[src/rtl/cpu_pkg.sv]
// Shared definitions for the lab CPU: opcodes, ALU control codes and the
// multicycle sequencer state encoding.
package cpu_pkg;

    localparam logic [6:0] OP_HALT   = 7'b0000000;
    localparam logic [6:0] OP_R      = 7'b0110011;
    localparam logic [6:0] OP_I      = 7'b0010011;
    localparam logic [6:0] OP_LOAD   = 7'b0000011;
    localparam logic [6:0] OP_S      = 7'b0100011;
    localparam logic [6:0] OP_B      = 7'b1100011;
    localparam logic [6:0] OP_J      = 7'b1101111;

    localparam logic [3:0] ALU_ADD   = 4'd0;
    localparam logic [3:0] ALU_SUB   = 4'd1;
    localparam logic [3:0] ALU_AND   = 4'd2;
    localparam logic [3:0] ALU_OR    = 4'd3;
    localparam logic [3:0] ALU_XOR   = 4'd4;
    localparam logic [3:0] ALU_SLL   = 4'd5;
    localparam logic [3:0] ALU_SRL   = 4'd6;
    localparam logic [3:0] ALU_SLT   = 4'd7;

    typedef enum logic [2:0] {
        ST_IDLE      = 3'd0,
        ST_FETCH     = 3'd1,
        ST_DECODE    = 3'd2,
        ST_EXECUTE   = 3'd3,
        ST_WRITEBACK = 3'd4,
        ST_HALT      = 3'd5,
        ST_ERROR     = 3'd6
    } seq_state_t;

endpackage

[src/rtl/pc_next_calc.sv]
// Combinational next-PC selection for non-writing instructions: pc+imm when a
// jump or taken branch, else pc+4, with a word-misalignment flag on the result.
module pc_next_calc #(
    parameter int ADDR_W = 32
) (
    input  logic [ADDR_W-1:0] i_pc,
    input  logic [ADDR_W-1:0] i_imm,
    input  logic              i_jump,
    input  logic              i_branch,
    input  logic              i_zero,
    output logic [ADDR_W-1:0] o_target,
    output logic              o_misaligned
);

    localparam logic [ADDR_W-1:0] PC_STEP = ADDR_W'(4);

    logic              w_take;
    logic [ADDR_W-1:0] w_seq;
    logic [ADDR_W-1:0] w_rel;

    assign w_take       = i_jump | (i_branch & i_zero);
    assign w_seq        = i_pc + PC_STEP;
    assign w_rel        = i_pc + i_imm;
    assign o_target     = w_take ? w_rel : w_seq;
    assign o_misaligned = |o_target[1:0];

endmodule

[src/rtl/multicycle_sequencer.sv]
// Fetch/decode/execute/writeback controller: owns the PC, the instruction
// fetch handshake with its wait timeout, and the IR / register-file strobes.
module multicycle_sequencer
    import cpu_pkg::*;
#(
    parameter int                ADDR_W   = 32,
    parameter logic [ADDR_W-1:0] RESET_PC = '0,
    parameter int unsigned       TIMEOUT  = 15
) (
    input  logic              clk,
    input  logic              rst,
    input  logic              start,
    output logic              imem_req,
    output logic [ADDR_W-1:0] imem_addr,
    input  logic              imem_ready,
    output logic              ir_load,
    input  logic [6:0]        opcode,
    input  logic              reg_write_in,
    input  logic              branch_in,
    input  logic              jump_in,
    input  logic              alu_zero,
    input  logic [ADDR_W-1:0] imm,
    output logic              rf_we,
    output logic [ADDR_W-1:0] pc,
    output logic [2:0]        state,
    output logic              halted,
    output logic              timeout_err,
    output logic [31:0]       instr_count
);

    localparam logic [ADDR_W-1:0] PC_STEP      = ADDR_W'(4);
    // Last FETCH wait cycle: reaching it without ready ends in ERROR.
    localparam logic [7:0]        TIMEOUT_LAST = 8'(TIMEOUT - 1);

    seq_state_t        r_state;
    seq_state_t        w_state_nxt;
    logic [ADDR_W-1:0] r_pc;
    logic [ADDR_W-1:0] w_pc_nxt;
    logic [31:0]       r_count;
    logic [31:0]       w_count_nxt;
    logic [7:0]        r_wait;
    logic [7:0]        w_wait_nxt;

    logic [ADDR_W-1:0] w_target;
    logic              w_misaligned;

    pc_next_calc #(
        .ADDR_W (ADDR_W)
    ) u_pc_next (
        .i_pc         (r_pc),
        .i_imm        (imm),
        .i_jump       (jump_in),
        .i_branch     (branch_in),
        .i_zero       (alu_zero),
        .o_target     (w_target),
        .o_misaligned (w_misaligned)
    );

    always_ff @(posedge clk or posedge rst) begin
        if (rst) begin
            r_state <= ST_IDLE;
            r_pc    <= RESET_PC;
            r_count <= '0;
            r_wait  <= '0;
        end else begin
            r_state <= w_state_nxt;
            r_pc    <= w_pc_nxt;
            r_count <= w_count_nxt;
            r_wait  <= w_wait_nxt;
        end
    end

    always_comb begin
        w_state_nxt = r_state;
        w_pc_nxt    = r_pc;
        w_count_nxt = r_count;
        w_wait_nxt  = r_wait;
        imem_req    = 1'b0;
        ir_load     = 1'b0;
        rf_we       = 1'b0;
        case (r_state)
            ST_IDLE: begin
                w_wait_nxt = '0;
                if (start) begin
                    w_state_nxt = ST_FETCH;
                end
            end
            ST_FETCH: begin
                imem_req = 1'b1;
                if (imem_ready) begin
                    ir_load     = 1'b1;
                    w_wait_nxt  = '0;
                    w_state_nxt = ST_DECODE;
                end else if (r_wait == TIMEOUT_LAST) begin
                    w_state_nxt = ST_ERROR;
                end else begin
                    w_wait_nxt = r_wait + 8'd1;
                end
            end
            ST_DECODE: begin
                w_state_nxt = (opcode == OP_HALT) ? ST_HALT : ST_EXECUTE;
            end
            ST_EXECUTE: begin
                if (reg_write_in) begin
                    w_state_nxt = ST_WRITEBACK;
                end else if (w_misaligned) begin
                    w_state_nxt = ST_ERROR;
                end else begin
                    w_pc_nxt    = w_target;
                    w_count_nxt = r_count + 32'd1;
                    w_state_nxt = ST_FETCH;
                end
            end
            ST_WRITEBACK: begin
                rf_we       = 1'b1;
                w_pc_nxt    = r_pc + PC_STEP;
                w_count_nxt = r_count + 32'd1;
                w_state_nxt = ST_FETCH;
            end
            default: begin
                // HALT and ERROR hold everything until reset.
            end
        endcase
    end

    assign imem_addr   = r_pc;
    assign pc          = r_pc;
    assign state       = r_state;
    assign instr_count = r_count;
    assign halted      = (r_state == ST_HALT);
    assign timeout_err = (r_state == ST_ERROR);

endmodule

[config.mk]
export PLATFORM = sky130hd
export DESIGN_NAME = multicycle_sequencer
export DESIGN_NICKNAME = d
export VERILOG_FILES = /design/src/rtl/cpu_pkg.sv /design/src/rtl/pc_next_calc.sv /design/src/rtl/multicycle_sequencer.sv
export SDC_FILE = /design/constraint.sdc
export NUM_CORES = 1
export LEC_CHECK = 0
export ABC_AREA = 0
export BUFFER_PORTS_ARGS = -buffer_cell sky130_fd_sc_hd__buf_2
export CAP_MARGIN = 0
export CORE_UTILIZATION = 35
export CTS_CLUSTER_SIZE = 8
export DETAILED_ROUTE_END_ITERATION = 10
export SYNTH_ARGS = -nofsm -noshare
export SYNTH_HDL_FRONTEND = slang
export SYNTH_SLANG_ARGS = --single-unit
[constraint.sdc]
create_clock -name clk -period 6.8 [get_ports clk]
set_clock_uncertainty 0.15 [all_clocks]
set_input_delay 0.68 -clock clk [delete_from_list [all_inputs] [get_ports clk]]
set_output_delay 0.68 -clock clk [all_outputs]
set_load 0.02 [all_outputs]
==> flow_metrics.env <==
export IMPL_share_of_final_layout_standard_cells_stronger_than_drive_strength_1=0.2497
export IMPL_tritoncts_clock_tree="yes"
export IMPL_setup_worst_path_class="register to register"
export IMPL_crit_end="instr_count[30]$_DFFE_PP0P_"
export IMPL_timing_critical_path_from="imem_addr[0]$_DFFE_PP0P_"
export IMPL_diodes=0
export IMPL_utilization=0.4214
export IMPL_cts_resized_gates=0
export IMPL_endpoint_required_time_on_the_critical_path_ps=6870
export IMPL_final_min_clock_period_ps=3436
export IMPL_vias=5328
export IMPL_dieArea_mm2=0.01691
export IMPL_final_nets=883
export IMPL_ys_warnings_count=0
export IMPL_floorplan_core_area_mm2=0.01594
export IMPL_placed_cell_area_mm2=0.006435
export IMPL_fin_tns_setup_ps=0
export IMPL_layout_area_overhead_vs_synth_pct=17.12
export IMPL_worstMarginPinSlew_ps=963.1
export IMPL_timing_critical_path_buf_inv=1
export IMPL_worstPathArrival_ps=3510
export IMPL_synth_async_reset_ratio=1.000
export IMPL_cp_num_cells=13
export IMPL_synth_cells=692
export IMPL_cts_buffers_inserted=9
export IMPL_design_area_mm2=0.006719
export IMPL_p_per_area_mw_per_mm2=442.8
export IMPL_grt_setup_unrepaired="no"
export IMPL_r2r_setup_slack_ps=3360
export IMPL_drtPass1Iterations=4
export IMPL_slew_headroom=0.3579
export IMPL_maxCapViolations=0
export IMPL_drt_drc_violations_left=0
export IMPL_synth_seq_cells=75
export IMPL_design_power_total_mw=2.975
export IMPL_mostFrequentLayoutCells="150 x sky130_fd_sc_hd__buf_2, 77 x sky130_fd_sc_hd__a21oi_1, 75 x sky130_fd_sc_hd__dfrtp_1, 68 x sky130_fd_sc_hd__nand2_1, 50 x sky130_fd_sc_hd__nor2_1"
export IMPL_mappedNetlistNets=775
export IMPL_setup_worst_path_end_class="register"
export IMPL_r2r_start="imem_addr[0]$_DFFE_PP0P_"
export IMPL_grt_busiest_layer="met2"
export IMPL_vdd_drop_max_uv=236.1
export IMPL_post_cts_setup_buffers=0
export IMPL_clockRootBuffer="sky130_fd_sc_hd__clkbuf_16"
export IMPL_clkTransAtPathRegs_ps=60
export IMPL_worst_path_most_repeated_cell="sky130_fd_sc_hd__nor2_1"
export IMPL_grt_pass1_wl_um=23660
export IMPL_most_common_cell_after_layout_fill_and_taps_aside="sky130_fd_sc_hd__buf_2"
export IMPL_drt_wl_total_um=14630
export IMPL_reg2reg_to="instr_count[30]$_DFFE_PP0P_"
export IMPL_fmax_mhz=291.0
export IMPL_drt_antenna_violating_nets=0
export IMPL_min_period_over_period=0.5053
export IMPL_globalRoute_totalOverflow=0
export IMPL_clock_path_buffers=2
export IMPL_cts_hold_bufs=0
export IMPL_antenna_found_initial=0
export IMPL_finalSetupViolCount=0
export IMPL_critical_path_startpoint_type="register"
export IMPL_vias_per_cell=5.218
export IMPL_clock_latency_ps=330
export IMPL_critPathSlowestCell="sky130_fd_sc_hd__fa_1"
export IMPL_route_detailed_wl_per_inst_um=14.33
export IMPL_cts_htree_levels=3
export IMPL_grt_start_max_net_pins=76
export IMPL_cells_along_the_critical_path="ha_1 -> fa_1 -> nor2_1 -> mux2i_1 -> nor3b_2 -> and3b_1 -> or2_1 -> buf_4 -> and3_1 -> nand2_1 -> nor2_1 -> nand3_1 -> xnor2_1"
export IMPL_cts_sink_count=75
export IMPL_netlist_area_mm2=0.005737
export IMPL_synth_ff_type="sky130_fd_sc_hd__dfrtp_1"
export IMPL_class_of_the_worst_hold_path="register to register"
export IMPL_floorplan_rows=46
export IMPL_global_route_usage_met3=0.03280
export IMPL_synth_edf_count=0
export IMPL_critPathMaxStageDelay_ps=430
export IMPL_final_hold_viol_count=0
export IMPL_largest_delay_contributor_family_on_the_critical_path="simple AND/OR/NAND/NOR gates"
export IMPL_synth_yosys_seq_area_share=0.3272
export IMPL_drtIter0Drc=308
export IMPL_leakage_nw=3.164
export IMPL_rr_worst_depth=13
export IMPL_timing_final_max_slew_violations=0
export IMPL_top_ports=151
export IMPL_grt_total_usage=0.1766
export IMPL_run_status="complete, no violations"
export IMPL_syn_mean_instance_area_um2=8.290
export IMPL_global_routing_met1_resource_utilization=0.2411
export IMPL_met2_usage=0.2913
export IMPL_place_congestion=0.8423
export IMPL_post_dp_hpwl_um=10940
export IMPL_largest_fanout_on_the_critical_path=38
export IMPL_yosysUniqueCellTypes=70
export IMPL_initial_core_util=0.3598
export IMPL_via_count_of_the_first_global_routing_pass=4767
export IMPL_dieWidth_um=130.0
export IMPL_portBuffers=150
export IMPL_floorplan_die_height_um=130.0
-- routing by layer --
| layer | part of all wire | vias to the layer above |
|---|---|---|
| met3 | 0.047 | 6 |
| li1 | - | 2680 |
| met1 | 0.48 | 2501 |
| met2 | 0.47 | 141 |
| met4 | 0.0061 | 0 |
| met5 | 0 | - |
-- worst min-delay path by stage --
stage,start,endpoint,slack (ps),cells past startpoint
floorplan,r_wait[7]$_DFFE_PP0P_,r_wait[7]$_DFFE_PP0P_,280,1
global route,instr_count[31]$_DFFE_PP0P_,instr_count[31]$_DFFE_PP0P_,330,1
global placement,instr_count[31]$_DFFE_PP0P_,instr_count[31]$_DFFE_PP0P_,320,1
finish,instr_count[31]$_DFFE_PP0P_,instr_count[31]$_DFFE_PP0P_,320,1
detailed placement,instr_count[31]$_DFFE_PP0P_,instr_count[31]$_DFFE_PP0P_,310,1
CTS,instr_count[31]$_DFFE_PP0P_,instr_count[31]$_DFFE_PP0P_,320,1
-- synth_stat cells (4+ instances only) --
library cell | instances | area, um2
sky130_fd_sc_hd__and4_1 | 4 | 35.03
sky130_fd_sc_hd__and3_1 | 14 | 87.58
sky130_fd_sc_hd__dfrtp_1 | 75 | 1877
sky130_fd_sc_hd__xnor2_1 | 39 | 341.6
sky130_fd_sc_hd__a22o_1 | 4 | 35.03
sky130_fd_sc_hd__nor4_1 | 5 | 31.28
sky130_fd_sc_hd__a21o_1 | 9 | 67.56
sky130_fd_sc_hd__o21ai_0 | 37 | 185.2
sky130_fd_sc_hd__o22ai_1 | 13 | 81.33
sky130_fd_sc_hd__ha_1 | 35 | 437.9
sky130_fd_sc_hd__nand4_1 | 16 | 100.1
sky130_fd_sc_hd__xor2_1 | 19 | 166.4
sky130_fd_sc_hd__nand2_1 | 68 | 255.2
sky130_fd_sc_hd__nor3_1 | 8 | 40.04
sky130_fd_sc_hd__buf_2 | 10 | 50.05
sky130_fd_sc_hd__a21oi_1 | 77 | 385.4
sky130_fd_sc_hd__buf_4 | 32 | 240.2
sky130_fd_sc_hd__clkbuf_1 | 11 | 41.29
sky130_fd_sc_hd__nor2_1 | 51 | 191.4
sky130_fd_sc_hd__a31oi_1 | 11 | 68.82
sky130_fd_sc_hd__inv_1 | 19 | 71.32
sky130_fd_sc_hd__o21ai_1 | 17 | 85.08
sky130_fd_sc_hd__o21bai_1 | 5 | 37.54
sky130_fd_sc_hd__nor2b_1 | 5 | 31.28
sky130_fd_sc_hd__nand3_1 | 40 | 200.2
-- area by class of cell --
type | count | area, um2
Tap cell | 216 | 270.3
Multi-Input combinational cell | 540 | 3432
Clock inverter | 7 | 58.81
Fill cell | 1634 | 9224
Timing Repair Buffer | 154 | 780.7
Sequential cell | 75 | 1877
Inverter | 20 | 75.07
Clock buffer | 9 | 225.2
-- power breakdown --
part	switching (mW)	leakage (nW)	internal, mW	total [mW]
Clock	0.203	0.139	0.253	0.456
Combinational	1.07	2.07	0.666	1.73
Sequential	0.226	0.953	0.558	0.785
-- flip-flops by register name, summed over array words and instances, names as in the netlist --
signal,flops
r_wait,8
instr_count,32
state,3
imem_addr,32
-- per-stage QoR --
| step | setup WS (ps) | hold WS, ps | std cells |
|---|---|---|---|
| after global placement | 3050 | 315.5 | 1005 |
| final | 3364 | 324.7 | 1021 |
| after detailed placement | 3004 | 314.1 | 1005 |
| after global routing | 3013 | 326.1 | 1021 |
| after CTS | 3329 | 322.7 | 1021 |
| after floorplan | 3665 | 283.8 | 692 |
-- logic make-up (layout without fill, tap and decap cells) --
kind of cell,Yosys count,count (layout),synth area share
and+or+nand+nor,238,238,0.2061
AOI/OAI and AO/OA,204,204,0.2155
buffers and inverters,77,190,0.07503
DFF,75,75,0.3272
xor gates and xnor gates,58,58,0.08855
adders and majority gates,36,36,0.07983
muxes,4,4,0.007851
-- worst register-to-register path, cell delays in order, from the launching register on --
cell and delay, ps:
sky130_fd_sc_hd__dfrtp_1 420, sky130_fd_sc_hd__ha_1 260, sky130_fd_sc_hd__fa_1 430, sky130_fd_sc_hd__nor2_1 90
sky130_fd_sc_hd__mux2i_1 100, sky130_fd_sc_hd__nor3b_2 180, sky130_fd_sc_hd__and3b_1 270, sky130_fd_sc_hd__or2_1 130
sky130_fd_sc_hd__buf_4 340, sky130_fd_sc_hd__and3_1 360, sky130_fd_sc_hd__nand2_1 140, sky130_fd_sc_hd__nor2_1 210
sky130_fd_sc_hd__nand3_1 120, sky130_fd_sc_hd__xnor2_1 130
(Power assumes the default switching activity.)
